===== src/rtl/alu_pkg.sv =====
// alu_pkg: ALU codes, ALUOp classes, funct constants, M-op codes and control FSM states
package alu_pkg;
  localparam logic [3:0] ALU_AND   = 4'b0000;
  localparam logic [3:0] ALU_OR    = 4'b0001;
  localparam logic [3:0] ALU_ADD   = 4'b0010;
  localparam logic [3:0] ALU_SLL   = 4'b0011;
  localparam logic [3:0] ALU_XOR   = 4'b0100;
  localparam logic [3:0] ALU_SRL   = 4'b0101;
  localparam logic [3:0] ALU_SUB   = 4'b0110;
  localparam logic [3:0] ALU_SLT   = 4'b0111;
  localparam logic [3:0] ALU_SLTU  = 4'b1000;
  localparam logic [3:0] ALU_SRA   = 4'b1001;
  localparam logic [3:0] ALU_LUI   = 4'b1010;
  localparam logic [3:0] ALU_AUIPC = 4'b1011;
  localparam logic [2:0] OP_IL    = 3'd0;
  localparam logic [2:0] OP_B     = 3'd1;
  localparam logic [2:0] OP_R     = 3'd2;
  localparam logic [2:0] OP_I     = 3'd3;
  localparam logic [2:0] OP_LUI   = 3'd4;
  localparam logic [2:0] OP_AUIPC = 3'd5;
  localparam logic [2:0] F3_ADD = 3'd0;
  localparam logic [2:0] F3_SR  = 3'd5;
  localparam logic [6:0] F7_BASE = 7'h00;
  localparam logic [6:0] F7_M    = 7'h01;
  localparam logic [6:0] F7_ALT  = 7'h20;
  localparam logic [2:0] MD_MUL    = 3'd0;
  localparam logic [2:0] MD_MULH   = 3'd1;
  localparam logic [2:0] MD_MULHSU = 3'd2;
  localparam logic [2:0] MD_MULHU  = 3'd3;
  localparam logic [2:0] MD_DIV    = 3'd4;
  localparam logic [2:0] MD_DIVU   = 3'd5;
  localparam logic [2:0] MD_REM    = 3'd6;
  localparam logic [2:0] MD_REMU   = 3'd7;
  typedef enum logic [1:0] {IDLE, MD_BUSY, MD_DONE} state_t;
  function automatic logic [3:0] f3_op(input logic [2:0] f3);
    case (f3)
      3'd0: f3_op = ALU_ADD;
      3'd1: f3_op = ALU_SLL;
      3'd2: f3_op = ALU_SLT;
      3'd3: f3_op = ALU_SLTU;
      3'd4: f3_op = ALU_XOR;
      3'd5: f3_op = ALU_SRL;
      3'd6: f3_op = ALU_OR;
      default: f3_op = ALU_AND;
    endcase
  endfunction
endpackage


===== src/rtl/alu_decode.sv =====
// alu_decode: combinational ALUOp/funct3/funct7 to ALU code, M-op and illegal flag
module alu_decode import alu_pkg::*; (
  input  logic [2:0] i_ALUOp,
  input  logic [2:0] i_Funct3,
  input  logic [6:0] i_Funct7,
  output logic [3:0] o_ctl,
  output logic [2:0] o_md_op,
  output logic       o_is_md,
  output logic       o_illegal
);
  always_comb begin
    o_ctl = ALU_ADD;
    o_md_op = 3'd0;
    o_is_md = 1'b0;
    o_illegal = 1'b0;
    case (i_ALUOp)
      OP_IL: o_ctl = ALU_ADD;
      OP_B: o_ctl = ALU_SUB;
      OP_LUI: o_ctl = ALU_LUI;
      OP_AUIPC: o_ctl = ALU_AUIPC;
      OP_R:
        if (i_Funct7 == F7_BASE) o_ctl = f3_op(i_Funct3);
        else if (i_Funct7 == F7_ALT && i_Funct3 == F3_ADD) o_ctl = ALU_SUB;
        else if (i_Funct7 == F7_ALT && i_Funct3 == F3_SR) o_ctl = ALU_SRA;
        else if (i_Funct7 == F7_M) begin
          o_is_md = 1'b1;
          o_md_op = i_Funct3;
        end
        else o_illegal = 1'b1;
      OP_I:
        if (i_Funct3 != F3_SR || i_Funct7 == F7_BASE) o_ctl = f3_op(i_Funct3);
        else if (i_Funct7 == F7_ALT) o_ctl = ALU_SRA;
        else o_illegal = 1'b1;
      default: o_illegal = 1'b1;
    endcase
  end
endmodule


===== src/rtl/alu_md_control.sv =====
// alu_md_control: registered ALU decode with MUL/DIV occupancy FSM and stall control
module alu_md_control import alu_pkg::*; #(
  parameter int MUL_LAT = 3,
  parameter int DIV_LAT = 33,
  parameter int CNT_W = 6
) (
  input  logic       i_clk,
  input  logic       i_rst,
  input  logic       i_valid,
  input  logic       i_flush,
  input  logic [2:0] i_ALUOp,
  input  logic [2:0] i_Funct3,
  input  logic [6:0] i_Funct7,
  output logic [3:0] o_ALUControlLines,
  output logic [2:0] o_MDOp,
  output logic       o_valid,
  output logic       o_md_start,
  output logic       o_md_done,
  output logic       o_stall,
  output logic       o_illegal
);
  localparam logic [CNT_W-1:0] MUL_CNT = CNT_W'(MUL_LAT - 1);
  localparam logic [CNT_W-1:0] DIV_CNT = CNT_W'(DIV_LAT - 1);
  state_t r_state;
  logic [CNT_W-1:0] r_cnt;
  logic [3:0] w_ctl;
  logic [2:0] w_md_op;
  logic w_is_md, w_illegal;
  alu_decode u_dec (
    .i_ALUOp(i_ALUOp),
    .i_Funct3(i_Funct3),
    .i_Funct7(i_Funct7),
    .o_ctl(w_ctl),
    .o_md_op(w_md_op),
    .o_is_md(w_is_md),
    .o_illegal(w_illegal)
  );
  always_ff @(posedge i_clk) begin
    if (i_rst) begin
      r_state <= IDLE;
      r_cnt <= '0;
      o_valid <= 1'b0;
      o_md_start <= 1'b0;
      o_md_done <= 1'b0;
      o_stall <= 1'b0;
      o_illegal <= 1'b0;
      o_ALUControlLines <= ALU_ADD;
      o_MDOp <= 3'd0;
    end else if (i_flush) begin
      r_state <= IDLE;
      r_cnt <= '0;
      o_valid <= 1'b0;
      o_md_start <= 1'b0;
      o_md_done <= 1'b0;
      o_stall <= 1'b0;
      o_illegal <= 1'b0;
    end else begin
      o_md_start <= 1'b0;
      o_md_done <= 1'b0;
      if (r_state == MD_BUSY) begin
        if (r_cnt == '0) begin
          r_state <= MD_DONE;
          o_md_done <= 1'b1;
          o_stall <= 1'b0;
        end else r_cnt <= r_cnt - 1'b1;
      end else if (i_valid) begin
        r_state <= w_is_md ? MD_BUSY : IDLE;
        r_cnt <= w_is_md ? (w_md_op[2] ? DIV_CNT : MUL_CNT) : '0;
        o_valid <= 1'b1;
        o_md_start <= w_is_md;
        o_stall <= w_is_md;
        o_illegal <= w_illegal;
        o_ALUControlLines <= w_ctl;
        o_MDOp <= w_md_op;
      end else begin
        r_state <= IDLE;
        o_valid <= 1'b0;
      end
    end
  end
endmodule

===== config.mk =====
export PLATFORM = sky130hd
export DESIGN_NAME = alu_md_control
export DESIGN_NICKNAME = d
export VERILOG_FILES = /design/src/rtl/alu_pkg.sv /design/src/rtl/alu_decode.sv /design/src/rtl/alu_md_control.sv
export SDC_FILE = /design/constraint.sdc
export NUM_CORES = 1
export LEC_CHECK = 0
export ABC_AREA = 1
export CAP_MARGIN = 20
export CORE_MARGIN = 10
export CORE_UTILIZATION = 45
export DETAILED_ROUTE_END_ITERATION = 6
export PLACE_DENSITY = 0.72
export SYNTH_ARGS = -nofsm -noshare
export SYNTH_HDL_FRONTEND = slang
export SYNTH_SLANG_ARGS = --single-unit

===== constraint.sdc =====
create_clock -name i_clk -period 3.15 [get_ports i_clk]
set_input_delay 0.945 -clock i_clk [delete_from_list [all_inputs] [get_ports i_clk]]
set_output_delay 0.945 -clock i_clk [all_outputs]
set_load 0.005 [all_outputs]

After elaboration in Yosys (flattened, before gate mapping):

Index checks and enable logic that the tools add are counted.

* RAM bits: 0
* flip-flop bits (word level): 20
* latch bits: 0
* memories kept: 0
* ROM bits: 0

* eq/ne operators: 17
* mux-type cells: 38
* bitwise gates (word level): 3
* divide/modulo/power cells: 0
* $add $sub $neg: 1
* order comparisons: 0
* reduce and logical (&&, ||, !) cells: 16
* shifts and indexed selects: 0
* multipliers: 0

Operators with widths (number)
* $mux 6: 5
* $pmux 4 s7: 1
* $mux 4: 5
* $pmux 4 s5: 1
* $mux 1: 18
* $eq 3x3->1 const B: 5
* $mux 3: 5
* $eq 3x2->1 const B: 4
* $reduce_or 4->1: 2
* $eq 7x1->1 const B: 1
* $eq 7x6->1 const B: 1
* $logic_not 7->1: 1
* $eq 3x1->1 const B: 2
* $logic_not 3->1: 2
* $logic_not 6->1: 1
* $reduce_and 2->1: 3
* $sub 6x1->6 const B: 1
* $mux 2: 2
* $ne 3x3->1 const B: 1
* $not 1->1: 3
* $pmux 1 s3: 1
* $reduce_and 3->1: 1
* $reduce_or 3->1: 1
* $eq 2x1->1 const B: 1
* 6 further kinds: 7

Longest topological paths before layout:

Gate-level depths: netlist of run 1.

* word-level depth: 10
* mapped depth: 11
* gate-level depth less buffers: 11

Cells and area by module:

From an unflattened synthesis of run 1, not the netlist that was laid out.

* cells, all modules: 203
* area total of the unflattened synthesis: 1326.3 µm²

Modules (own cells, without submodules)
* alu_md_control: instances 1, area each 903.4 µm², sequential area each 400.4 µm², cells an instance 119
* alu_decode: instances 1, area each 422.9 µm², sequential area each 0.0 µm², cells an instance 84

Worst setup path after synthesis of run 1:

Ideal clock, no wire load.

* kind: input port to flip-flop
* from: input port i_Funct3[1]
* to: register r_cnt[5]
* slack: 1.263 ns
* cell stages on the path: 11
* buffers on the path: 0
* arrival time: 1.831 ns
* required time: 3.094 ns
* library setup time: 0.056 ns
* cells stage by stage: inv_1 > ha_1 > nand2_2 > clkinv_2 > nand3_2 > nand2_2 > nor2_4 > nand3_2 > nand3_1 > nand3_1 > inv_1

* longest elaborated chain between the ends: 10
* elaborated cells between the ends (all ways): 16
* classes of those cells: 1 x eq/ne; 12 x mux; 3 x reduce/logical

Ends and longest elaborated chain
* start, declared: RTL line alu_md_control.sv:12 `input logic [2:0] i_Funct3,`
* $eq 3x3->1: RTL line alu_decode.sv:24 `else if (i_Funct7 == F7_ALT && i_Funct3 == F3_SR) o_ctl = ALU_SRA;`
* $logic_and 1x1->1: RTL line alu_decode.sv:24
* $mux 3: RTL line alu_decode.sv:24
* $mux 3: RTL line alu_decode.sv:23 `else if (i_Funct7 == F7_ALT && i_Funct3 == F3_ADD) o_ctl = ALU_SUB;`
* $mux 3: RTL line alu_decode.sv:22 `if (i_Funct7 == F7_BASE) o_ctl = f3_op(i_Funct3);`
* $mux 3: RTL line alu_decode.sv:16 `case (i_ALUOp)`
* $mux 6: RTL line alu_md_control.sv:68 `r_cnt <= w_is_md ? (w_md_op[2] ? DIV_CNT : MUL_CNT) : '0;`
* $mux 6 *: RTL line alu_md_control.sv:68
* $mux 6 *: RTL line alu_md_control.sv:66 `end else if (i_valid) begin`
* $mux 6 *: RTL line alu_md_control.sv:60 `if (r_state == MD_BUSY) begin`
* end signal, assigned: RTL line alu_md_control.sv:65 `end else r_cnt <= r_cnt - 1'b1;`
* end signal, assigned: RTL line alu_md_control.sv:68
* end, declared: RTL line alu_md_control.sv:25 `logic [CNT_W-1:0] r_cnt;`

Mark *: on every way between the ends. The rest lies on a longest branch, timed or not. The select of a mux whose other input is x is not followed.
A chain may end at the register's enable or synchronous reset.

Worst setup path after layout of run 1:

Ends and elaborated chain as after synthesis.

==> results of run 1 <==
==> metrics by stage <==
step | utilization (%) | cell area, µm² | hold WS, ns
final | 61.33 | 1720 | 0.4780
after global routing | 61.33 | 1720 | 0.5129
after CTS | 61.33 | 1720 | 0.4779
after detailed placement | 59.46 | 1668 | 0.4602
after global placement | 59.46 | 1668 | 0.4492
after floorplan | - | 1349 | 0.4486
==> critical path, cell delays in order <==
cell and delay (ns):
clkdlybuf4s50_1 0.53, inv_1 0.08, ha_1 0.21, nand2_2 0.07, clkinv_2 0.08, nand3_2 0.12
nand2_2 0.08, nor2_4 0.17, nand3_2 0.09, nand3_1 0.08, nand3_1 0.07, inv_1 0.06
==> power by group <==
| part | internal (W) | switching, W | total, W |
|---|---|---|---|
| registers | 0.000259 | 0.00000251 | 0.000261 |
| logic | 0.0000487 | 0.0000561 | 0.000105 |
| clock network | 0.000129 | 0.0000840 | 0.000213 |
| total | 0.000436 | 0.000143 | 0.000578 |
==> layer usage <==
layer	wire (µm)	up-vias	track usage, %	share of wire, %
met2	1668	30	23.63	55
met4	13	0	2.311	0.43
met5	0	-	0	0
met3	176	2	4.205	5.8
met1	1170	590	10.96	39
li1	-	671	-	-
==> path summary, 6_finish.rpt <==
path                                        endpoint  cells past startpoint
worst min register to register  o_ALUControlLines[0]                      2
worst min-delay path            o_ALUControlLines[0]                      2
worst max register to register              r_cnt[1]                      9
worst max-delay path                        r_cnt[5]                     12
==> cell type report <==
| type | count | area [µm²] | share of cell area, % |
|---|---|---|---|
| Tap cell | 31 | 38.79 | 2.255 |
| Clock buffer | 3 | 22.52 | 1.309 |
| Timing Repair Buffer | 28 | 280.3 | 16.29 |
| Inverter | 37 | 145.1 | 8.436 |
| Multi-Input combinational cell | 134 | 803.3 | 46.69 |
| Sequential cell | 20 | 400.4 | 23.27 |
| Clock inverter | 1 | 30.03 | 1.745 |
==> kinds of logic (layout without fill, tap and decap cells) <==
family | Yosys count | in the layout | share of synthesized area (%)
compound gates | 29 | 29 | 12.15
fa+ha+maj | 8 | 8 | 7.421
buf+inv | 37 | 69 | 10.76
flops | 20 | 20 | 29.68
mux | 1 | 1 | 0.7421
simple gates | 96 | 96 | 39.24
==> registers in the layout (all words and copies together) (netlist names) <==
register,cells
r_cnt,6
o_ALUControlLines,4
o_MDOp,3
r_state,2
o_illegal,1
o_md_done,1
o_md_start,1
o_stall,1
o_valid,1
==> synth_stat cells (all sizes together) <==
library cell	instances
a21oi	15
clkinv	1
dfxtp	20
ha	8
inv	36
mux2i	1
nand2	42
nand3	23
nand4	3
nor2	25
nor3	2
nor3b	1
o21ai	14
==> impl_metrics.env, run 1 <==
export IMPL_ant_nets=0
export IMPL_p_total_w=0.0005785
export IMPL_cts_root_buf="clkbuf_4"
export IMPL_setup_ws_ns=0.8251
export IMPL_slew_headroom_pct=78.84
export IMPL_wl_mm=3.029
export IMPL_fin_cells=254
export IMPL_crit_type="input pin to flop"
export IMPL_antenna_found_initial=0
export IMPL_avgSynthCellArea_um2=7.062
export IMPL_peakVddDrop_v=0.0002985
export IMPL_drc=0
export IMPL_setup_viol=0
export IMPL_skew_ns=0.001442
export IMPL_num_rows=19
export IMPL_num_io_pins=29
export IMPL_core_area_um2=2805
export IMPL_antenna_cells=0
export IMPL_ys_ff_latch=20
export IMPL_hpwl_mm=2.558
export IMPL_track_usage_pct=11.70
export IMPL_cts_repair_resized=0
export IMPL_die_area_um2=5587
export IMPL_hold_viol_final=0
export IMPL_drt_iter0_drc=66
export IMPL_netlist_area_um2=1349
export IMPL_worstHoldPathType="flop to flop"
export IMPL_post_cts_setup_buffer_count=0
export IMPL_min_from="o_ALUControlLines[0]"
export IMPL_layout_commonest_cell="nand2_1"
export IMPL_end_kind="flop"
export IMPL_syn_nets=216
export IMPL_cts_max_path_buffers=2
export IMPL_period_share_pct=73.81
export IMPL_worst_slew_pin_slew_ns=0.3164
export IMPL_final_nets=249
export IMPL_synth_area_leaders="dfxtp_1 30%, nand2_1 8.9%, inv_1 7.5%, ha_1 7.4%, nand3_1 7.4%"
export IMPL_drt_pass1_iter_count=4
export IMPL_cp_start_kind="input pin"
export IMPL_clock_sinks=20
export IMPL_start_util_pct=48.08
export IMPL_outcome="finished clean"
export IMPL_die_y_um=74.75
export IMPL_cp_arrival_ns=2.59
export IMPL_drive_gt1_share_pct=17.94
export IMPL_clkTransAtPathRegs_ns=0.12
export IMPL_grt_pass1_vias=1313
export IMPL_r2r_slack_ns=1.80
export IMPL_cts_tree="built"
export IMPL_vias_per_cell=5.091
export IMPL_yosys_warnings=0
export IMPL_grt_pass1_wl_mm=5.333
export IMPL_slew_viol_final=0
export IMPL_routedWlPerCell_um=11.93
export IMPL_clock_fmax_mhz=430.1
export IMPL_placed_cells=250
export IMPL_yosysTopAreaCellShare_pct=29.68
export IMPL_cts_buffers=3
export IMPL_fin_crit_ns=2.325
export IMPL_place_ws_ns=0.4943
export IMPL_clock_latency_ns=0.30
export IMPL_leakage_nw=0.7499
export IMPL_power_density_nw_per_um2=336.2
export IMPL_syn_instance_count=191
export IMPL_area_growth_pct=27.55
export IMPL_yosysUniqueCellTypes=26
export IMPL_gr_total_overflow=0
export IMPL_ys_seq_area_share_pct=29.68
export IMPL_rsz0062_at_grt="no"
export IMPL_gp_congestion=0.8740
export IMPL_grt_start_max_net_pins=13
export IMPL_critPathMaxFanout=6
export IMPL_hold_buffers=0
export IMPL_die_w_um=74.75
export IMPL_via_count=1293
export IMPL_rr_startpoint="r_cnt[0]"
export IMPL_crit_path_start="i_Funct3[1]"
export IMPL_port_buffers=28
export IMPL_max_cap_viol_count=0
export IMPL_final_cell_mix="32 x nand2_1, 28 x clkdlybuf4s50_1, 27 x inv_1, 20 x nand3_1, 20 x dfxtp_1"
export IMPL_tns_ns=0
export IMPL_required_ns=3.41
export IMPL_h_tree_depth=1
export IMPL_fillerInstances=255
export IMPL_yosysTopAreaCell="dfxtp_1"
No activity file was read; power rests on OpenSTA's default activity.
==> run 2, diff against run 1 <==
==> constraint.sdc (replaced) <==
create_clock -name i_clk -period 2.2 [get_ports i_clk]
set_input_delay 0.66 -clock i_clk [delete_from_list [all_inputs] [get_ports i_clk]]
set_output_delay 0.66 -clock i_clk [all_outputs]
set_load 0.005 [all_outputs]
==> run 2 against run 1 <==
Effect of this change: cell count up 2.4%; sequential power increased by 43%; non-clock buffer count is 6 higher; sequential cell count stayed put; critical path type unchanged; worst setup slack worse by 0.65 ns; die area unchanged; critical path depth down 1; power grew 28%; sequential share of layout area fell by 0.38 points; worst hold slack worse by 0.010 ns; routed wire length is 1.8% higher; highest routed layer unchanged.
==> impl_metrics.env, run 2 (synthesis gave the netlist of run 1 again) <==
export IMPL_area_growth_pct=29.68
export IMPL_combPwrFrac_pct=21.1
export IMPL_p_seq_share_pct=50.6
export IMPL_fin_cells=260
export IMPL_h_tree_depth=1
export IMPL_leakage_nw=0.7721
export IMPL_peakVddDrop_v=0.0003367
export IMPL_cts_buffers=3
export IMPL_cts_tree="built"
export IMPL_crit_chain="clkdlybuf4s50_1 -> inv_1 -> ha_1 -> inv_1 -> nand2_1 -> o21ai_0 -> nand2_1 -> nand3_1 -> nand4_1 -> nand2_1 -> nand2_1"
export IMPL_regMostFlops="r_cnt"
export IMPL_largest_register_ff_count=6
export IMPL_layout_commonest_cell="nand2_1"
export IMPL_track_usage_pct=11.25
export IMPL_cts_root_buf="clkbuf_4"
export IMPL_drt_iter0_drc=47
export IMPL_cp_top_family="buffers and inverters"
export IMPL_worstHoldPathType="flop to flop"
export IMPL_end_kind="flop"
export IMPL_core_area_um2=2805
export IMPL_grt_pass1_vias=1316
export IMPL_drt_pass1_iter_count=4
export IMPL_setup_ws_ns=0.1707
export IMPL_clock_latency_ns=0.30
export IMPL_fillerInstances=272
export IMPL_ant_nets=0
export IMPL_post_cts_setup_buffer_count=0
export IMPL_clkTransAtPathRegs_ns=0.10
export IMPL_worst_slew_pin_slew_ns=0.3402
export IMPL_post_route_util_pct=62.36
export IMPL_slew_headroom_pct=77.08
export IMPL_cts_repair_resized=0
export IMPL_tns_ns=0
export IMPL_cp_arrival_ns=2.23
export IMPL_outcome="finished clean"
export IMPL_p_sw_share_pct=26.06
export IMPL_rsz0062_at_grt="no"
export IMPL_fin_crit_ns=2.029
export IMPL_clock_fmax_mhz=492.8
export IMPL_final_nets=255
export IMPL_die_w_um=74.75
export IMPL_required_ns=2.40
export IMPL_setup_viol=0
export IMPL_hold_viol_final=0
export IMPL_port_buffers=28
export IMPL_power_density_nw_per_um2=421.9
export IMPL_start_util_pct=48.08
export IMPL_period_share_pct=92.24
export IMPL_clock_sinks=20
export IMPL_p_switching_w=0.0001923
export IMPL_skew_ns=0.003004
export IMPL_p_int_w=0.0005457
export IMPL_drive_gt1_share_pct=20.09
export IMPL_top_regs="r_cnt: 6 flops, o_ALUControlLines: 4 flops, o_MDOp: 3 flops"
export IMPL_crit_type="input pin to flop"
export IMPL_antenna_cells=0
export IMPL_crit_buf_inv=3
export IMPL_routedWlPerCell_um=11.87
export IMPL_max_cap_viol_count=0
export IMPL_wl_mm=3.085
export IMPL_hold_buffers=0
export IMPL_hpwl_mm=2.627
export IMPL_slew_viol_final=0
export IMPL_antenna_found_initial=0
export IMPL_num_rows=19
export IMPL_die_area_um2=5587
export IMPL_via_count=1307
export IMPL_p_total_w=0.0007380
export IMPL_slowest_stage="clkdlybuf4s50_1"
export IMPL_vias_per_cell=5.027
export IMPL_drc=0
export IMPL_pwr_share_clk_pct=28.2
export IMPL_num_io_pins=29
export IMPL_critPathMaxFanout=3
export IMPL_placed_cells=256
export IMPL_crit_top_cell="nand2_1"
export IMPL_gp_congestion=0.8090
export IMPL_cp_start_kind="input pin"
export IMPL_cts_max_path_buffers=2
export IMPL_max_stage_delay_ns=0.50
export IMPL_final_cell_mix="32 x nand2_1, 28 x clkdlybuf4s50_1, 27 x inv_1, 20 x nand3_1, 20 x dfxtp_1"
export IMPL_place_ws_ns=-0.09554
export IMPL_grt_start_max_net_pins=12
export IMPL_die_y_um=74.75
export IMPL_gr_total_overflow=0
export IMPL_grt_pass1_wl_mm=5.106
[run 2: cell count changes in the layout (fill, tap and decap cells not counted)]
| cell | delta |
|---|---|
| buf_4 | +6 |
| clkbuf_8 | +1 |
| bufinv_16 | -1 |
[run 2: cell type report]
type                    instances  area, µm²  share of cell area (%)
well taps                      31      38.79                   2.217
clock buffers                   4      36.28                   2.074
flip-flops and latches         20      400.4                   22.89
multi-input cells             134      803.3                   45.92
repair buffers                 34      325.3                   18.60
inverters                      37      145.1                   8.298
[run 2: metal layers]
metal  global-route usage [%]  vias to the layer above  part of all wire (%)
met1                    10.98                      581                    40
met4                    3.151                        0                   1.2
met3                    2.760                        4                   5.1
met5                        0                        -                     0
met2                    22.67                       37                    54
li1                         -                      685                     -
[run 2: through the flow]
step	cell area, µm²	hold WS, ns
2_1_floorplan	1349	0.4486
3_3_place_gp	1713	0.4482
3_5_place_dp	1713	0.4550
4_1_cts	1749	0.4715
5_1_grt	1749	0.5106
6_report	1749	0.4680
[run 2: final timing paths]
| check | from | end | slack, ns | depth (start not counted) |
|---|---|---|---|---|
| worst max register to register | r_cnt[0] | r_cnt[3] | 0.85 | 8 |
| worst max-delay path | i_Funct3[0] | o_ALUControlLines[1] | 0.17 | 11 |
| worst min register to register | o_ALUControlLines[0] | o_ALUControlLines[0] | 0.47 | 2 |
| worst min-delay path | o_ALUControlLines[0] | o_ALUControlLines[0] | 0.47 | 2 |
[run 2: worst register-to-register path, stage by stage (launching register included)]
cell	delay, ns
dfxtp_1	0.38
inv_1	0.08
ha_1	0.20
nand4_1	0.10
nand2_2	0.10
inv_2	0.09
nand2_1	0.07
o21ai_0	0.17
a21oi_1	0.07
[run 2: power by group through the flow]
stage | Combinational, W | Clock, W | Sequential, W
global placement | 0.000152 | 0 | 0.000382
CTS | 0.000157 | 0.000216 | 0.000374
finish | 0.000156 | 0.000208 | 0.000374
global route | 0.000174 | 0.000230 | 0.000375
floorplan | 0.0000790 | 0 | 0.000383
detailed placement | 0.000156 | 0 | 0.000382
==> run 3, diff against run 2 <==
--- a/config.mk
+++ b/config.mk
@@ -7,6 +7,7 @@
 export LEC_CHECK = 0
 export ABC_AREA = 1
 export CAP_MARGIN = 20
+export CORE_ASPECT_RATIO = 0.5
 export CORE_MARGIN = 10
 export CORE_UTILIZATION = 45
 export DETAILED_ROUTE_END_ITERATION = 6
==> run 3 against run 2 <==
Effect of this change: cell area increased by 0.29%; via count decreased by 0.54%; worst setup slack got worse by 0.016 ns; sequential power about the same; clock-buffer cell count decreased by 1; routed wire length increased by 0.39%; sequential share of layout area decreased by 0.065 points; maximum frequency decreased by 0.77%; cell count increased by 1.5%; register-to-register slack improved by 0.03 ns; sequential cell count unchanged; worst hold slack got worse by 0.0050 ns.
==> impl_metrics.env, run 3 (synthesis gave the netlist of run 1 again) <==
export IMPL_hold_viol_final=0
export IMPL_cp_start_kind="input pin"
export IMPL_slowest_stage="clkdlybuf4s50_1"
export IMPL_cts_max_path_buffers=2
export IMPL_clock_latency_ns=0.26
export IMPL_wl_mm=3.097
export IMPL_final_nets=254
export IMPL_cts_repair_resized=0
export IMPL_cts_tree="built"
export IMPL_outcome="finished clean"
export IMPL_period_share_pct=92.95
export IMPL_dpl_cell_area_um2=1713
export IMPL_peakVddDrop_v=0.0002529
export IMPL_hpwl_mm=2.569
export IMPL_pwr_share_clk_pct=31.1
export IMPL_track_usage_pct=10.67
export IMPL_antenna_found_initial=0
export IMPL_largest_register_ff_count=6
export IMPL_design_area_um2=1754
export IMPL_drt_pass1_iter_count=6
export IMPL_max_cap_viol_count=0
export IMPL_cp_arrival_ns=2.20
export IMPL_layout_commonest_cell="nand2_1"
export IMPL_regMostFlops="r_cnt"
export IMPL_p_sw_share_pct=26.40
export IMPL_skew_ns=0.001068
export IMPL_clkTransAtPathRegs_ns=0.07
export IMPL_combPwrFrac_pct=20.3
export IMPL_rr_startpoint="r_cnt[0]"
export IMPL_max_stage_delay_ns=0.51
export IMPL_die_y_um=58.72
export IMPL_fin_crit_ns=2.045
export IMPL_slew_headroom_pct=80.48
export IMPL_drive_gt1_share_pct=19.38
export IMPL_setup_viol=0
export IMPL_via_count=1300
export IMPL_die_area_um2=5720
export IMPL_cts_root_buf="clkbuf_8"
export IMPL_start_util_pct=49.36
export IMPL_p_int_w=0.0005659
export IMPL_post_cts_setup_buffer_count=0
export IMPL_crit_path_start="i_Funct3[0]"
export IMPL_core_area_um2=2733
export IMPL_crit_top_cell="nand2_1"
export IMPL_final_cell_mix="32 x nand2_1, 28 x clkdlybuf4s50_1, 27 x inv_1, 20 x nand3_1, 20 x dfxtp_1"
export IMPL_leakage_nw=0.7674
export IMPL_grt_pass1_wl_mm=5.271
export IMPL_hold_buffers=0
export IMPL_h_tree_depth=1
export IMPL_clock_fmax_mhz=489.0
export IMPL_drt_iter0_drc=66
export IMPL_num_rows=13
export IMPL_area_growth_pct=30.06
export IMPL_vias_per_cell=4.924
export IMPL_crit_type="input pin to flop"
export IMPL_num_io_pins=29
export IMPL_tns_ns=0
export IMPL_port_buffers=28
export IMPL_power_density_nw_per_um2=438.3
export IMPL_antenna_cells=0
export IMPL_end_kind="flop"
export IMPL_cts_buffers=3
export IMPL_crit_chain="clkdlybuf4s50_1 -> inv_1 -> ha_1 -> inv_1 -> nand2_1 -> o21ai_0 -> nand2_1 -> nand3_1 -> nand4_1 -> nand2_1 -> nand2_1"
export IMPL_top_regs="r_cnt: 6 flops, o_ALUControlLines: 4 flops, o_MDOp: 3 flops"
export IMPL_gp_congestion=0.8089
export IMPL_critPathMaxFanout=3
export IMPL_ant_nets=0
export IMPL_slew_viol_final=0
export IMPL_gr_total_overflow=0
export IMPL_grt_pass1_vias=1204
export IMPL_p_seq_share_pct=48.6
export IMPL_min_from="o_ALUControlLines[0]"
export IMPL_drc=0
export IMPL_worst_slew_pin_slew_ns=0.2919
export IMPL_p_switching_w=0.0002030
export IMPL_worstHoldPathType="flop to flop"
export IMPL_clock_sinks=20
export IMPL_grt_start_max_net_pins=11
export IMPL_required_ns=2.36
export IMPL_rsz0062_at_grt="no"
export IMPL_routedWlPerCell_um=11.73
export IMPL_die_w_um=97.43
run 3: final timing paths:
check	to	cells past startpoint	slack, ns
worst min-delay path	o_ALUControlLines[0]	2	0.46
worst min register to register	o_ALUControlLines[0]	2	0.46
worst max-delay path	o_ALUControlLines[1]	11	0.16
worst max register to register	r_cnt[1]	9	0.88
run 3: power by group through the flow:
stage | Sequential, W | Clock [W] | Combinational [W]
detailed placement | 0.000382 | 0 | 0.000156
finish | 0.000374 | 0.000239 | 0.000156
global route | 0.000375 | 0.000264 | 0.000172
global placement | 0.000382 | 0 | 0.000152
CTS | 0.000374 | 0.000247 | 0.000157
floorplan | 0.000383 | 0 | 0.0000790
run 3: per-stage QoR:
step	worst slack, ns	power (W)	instances	hold WS (ns)	util [%]
after floorplan	0.5978	0.0004615	191	0.4486	-
after global placement	-0.06622	0.0005343	261	0.4525	62.68
after detailed placement	-0.1000	0.0005376	261	0.4533	62.68
after CTS	0.1742	0.0007775	264	0.4654	64.19
after global routing	0.02459	0.0008102	264	0.4835	64.19
final	0.1551	0.0007689	264	0.4630	64.19
run 3: final cells by class:
type	instances	area, µm²
Sequential cell	20	400.4
Tap cell	37	46.29
Fill cell	268	978.4
Multi-Input combinational cell	134	803.3
Inverter	37	145.1
Clock buffer	3	41.29
Timing Repair Buffer	33	317.8
run 3: per-layer routing:
| metal | wire length [µm] | up-vias | share of wire (%) | global-route usage [%] |
|---|---|---|---|---|
| met4 | 36 | 0 | 1.2 | 3.704 |
| met5 | 0 | - | 0 | 0 |
| li1 | - | 680 | - | - |
| met1 | 1392 | 581 | 45 | 12.26 |
| met3 | 121 | 4 | 3.9 | 2.328 |
| met2 | 1547 | 35 | 50 | 19.47 |
run 3: worst max-delay path, delay by kind of cell:
kind,cells,cell delay [ns]
adders and majority gates,1,0.22
and+or+nand+nor,6,0.43
AOI/OAI and AO/OA,1,0.25
buffers and inverters,3,0.65
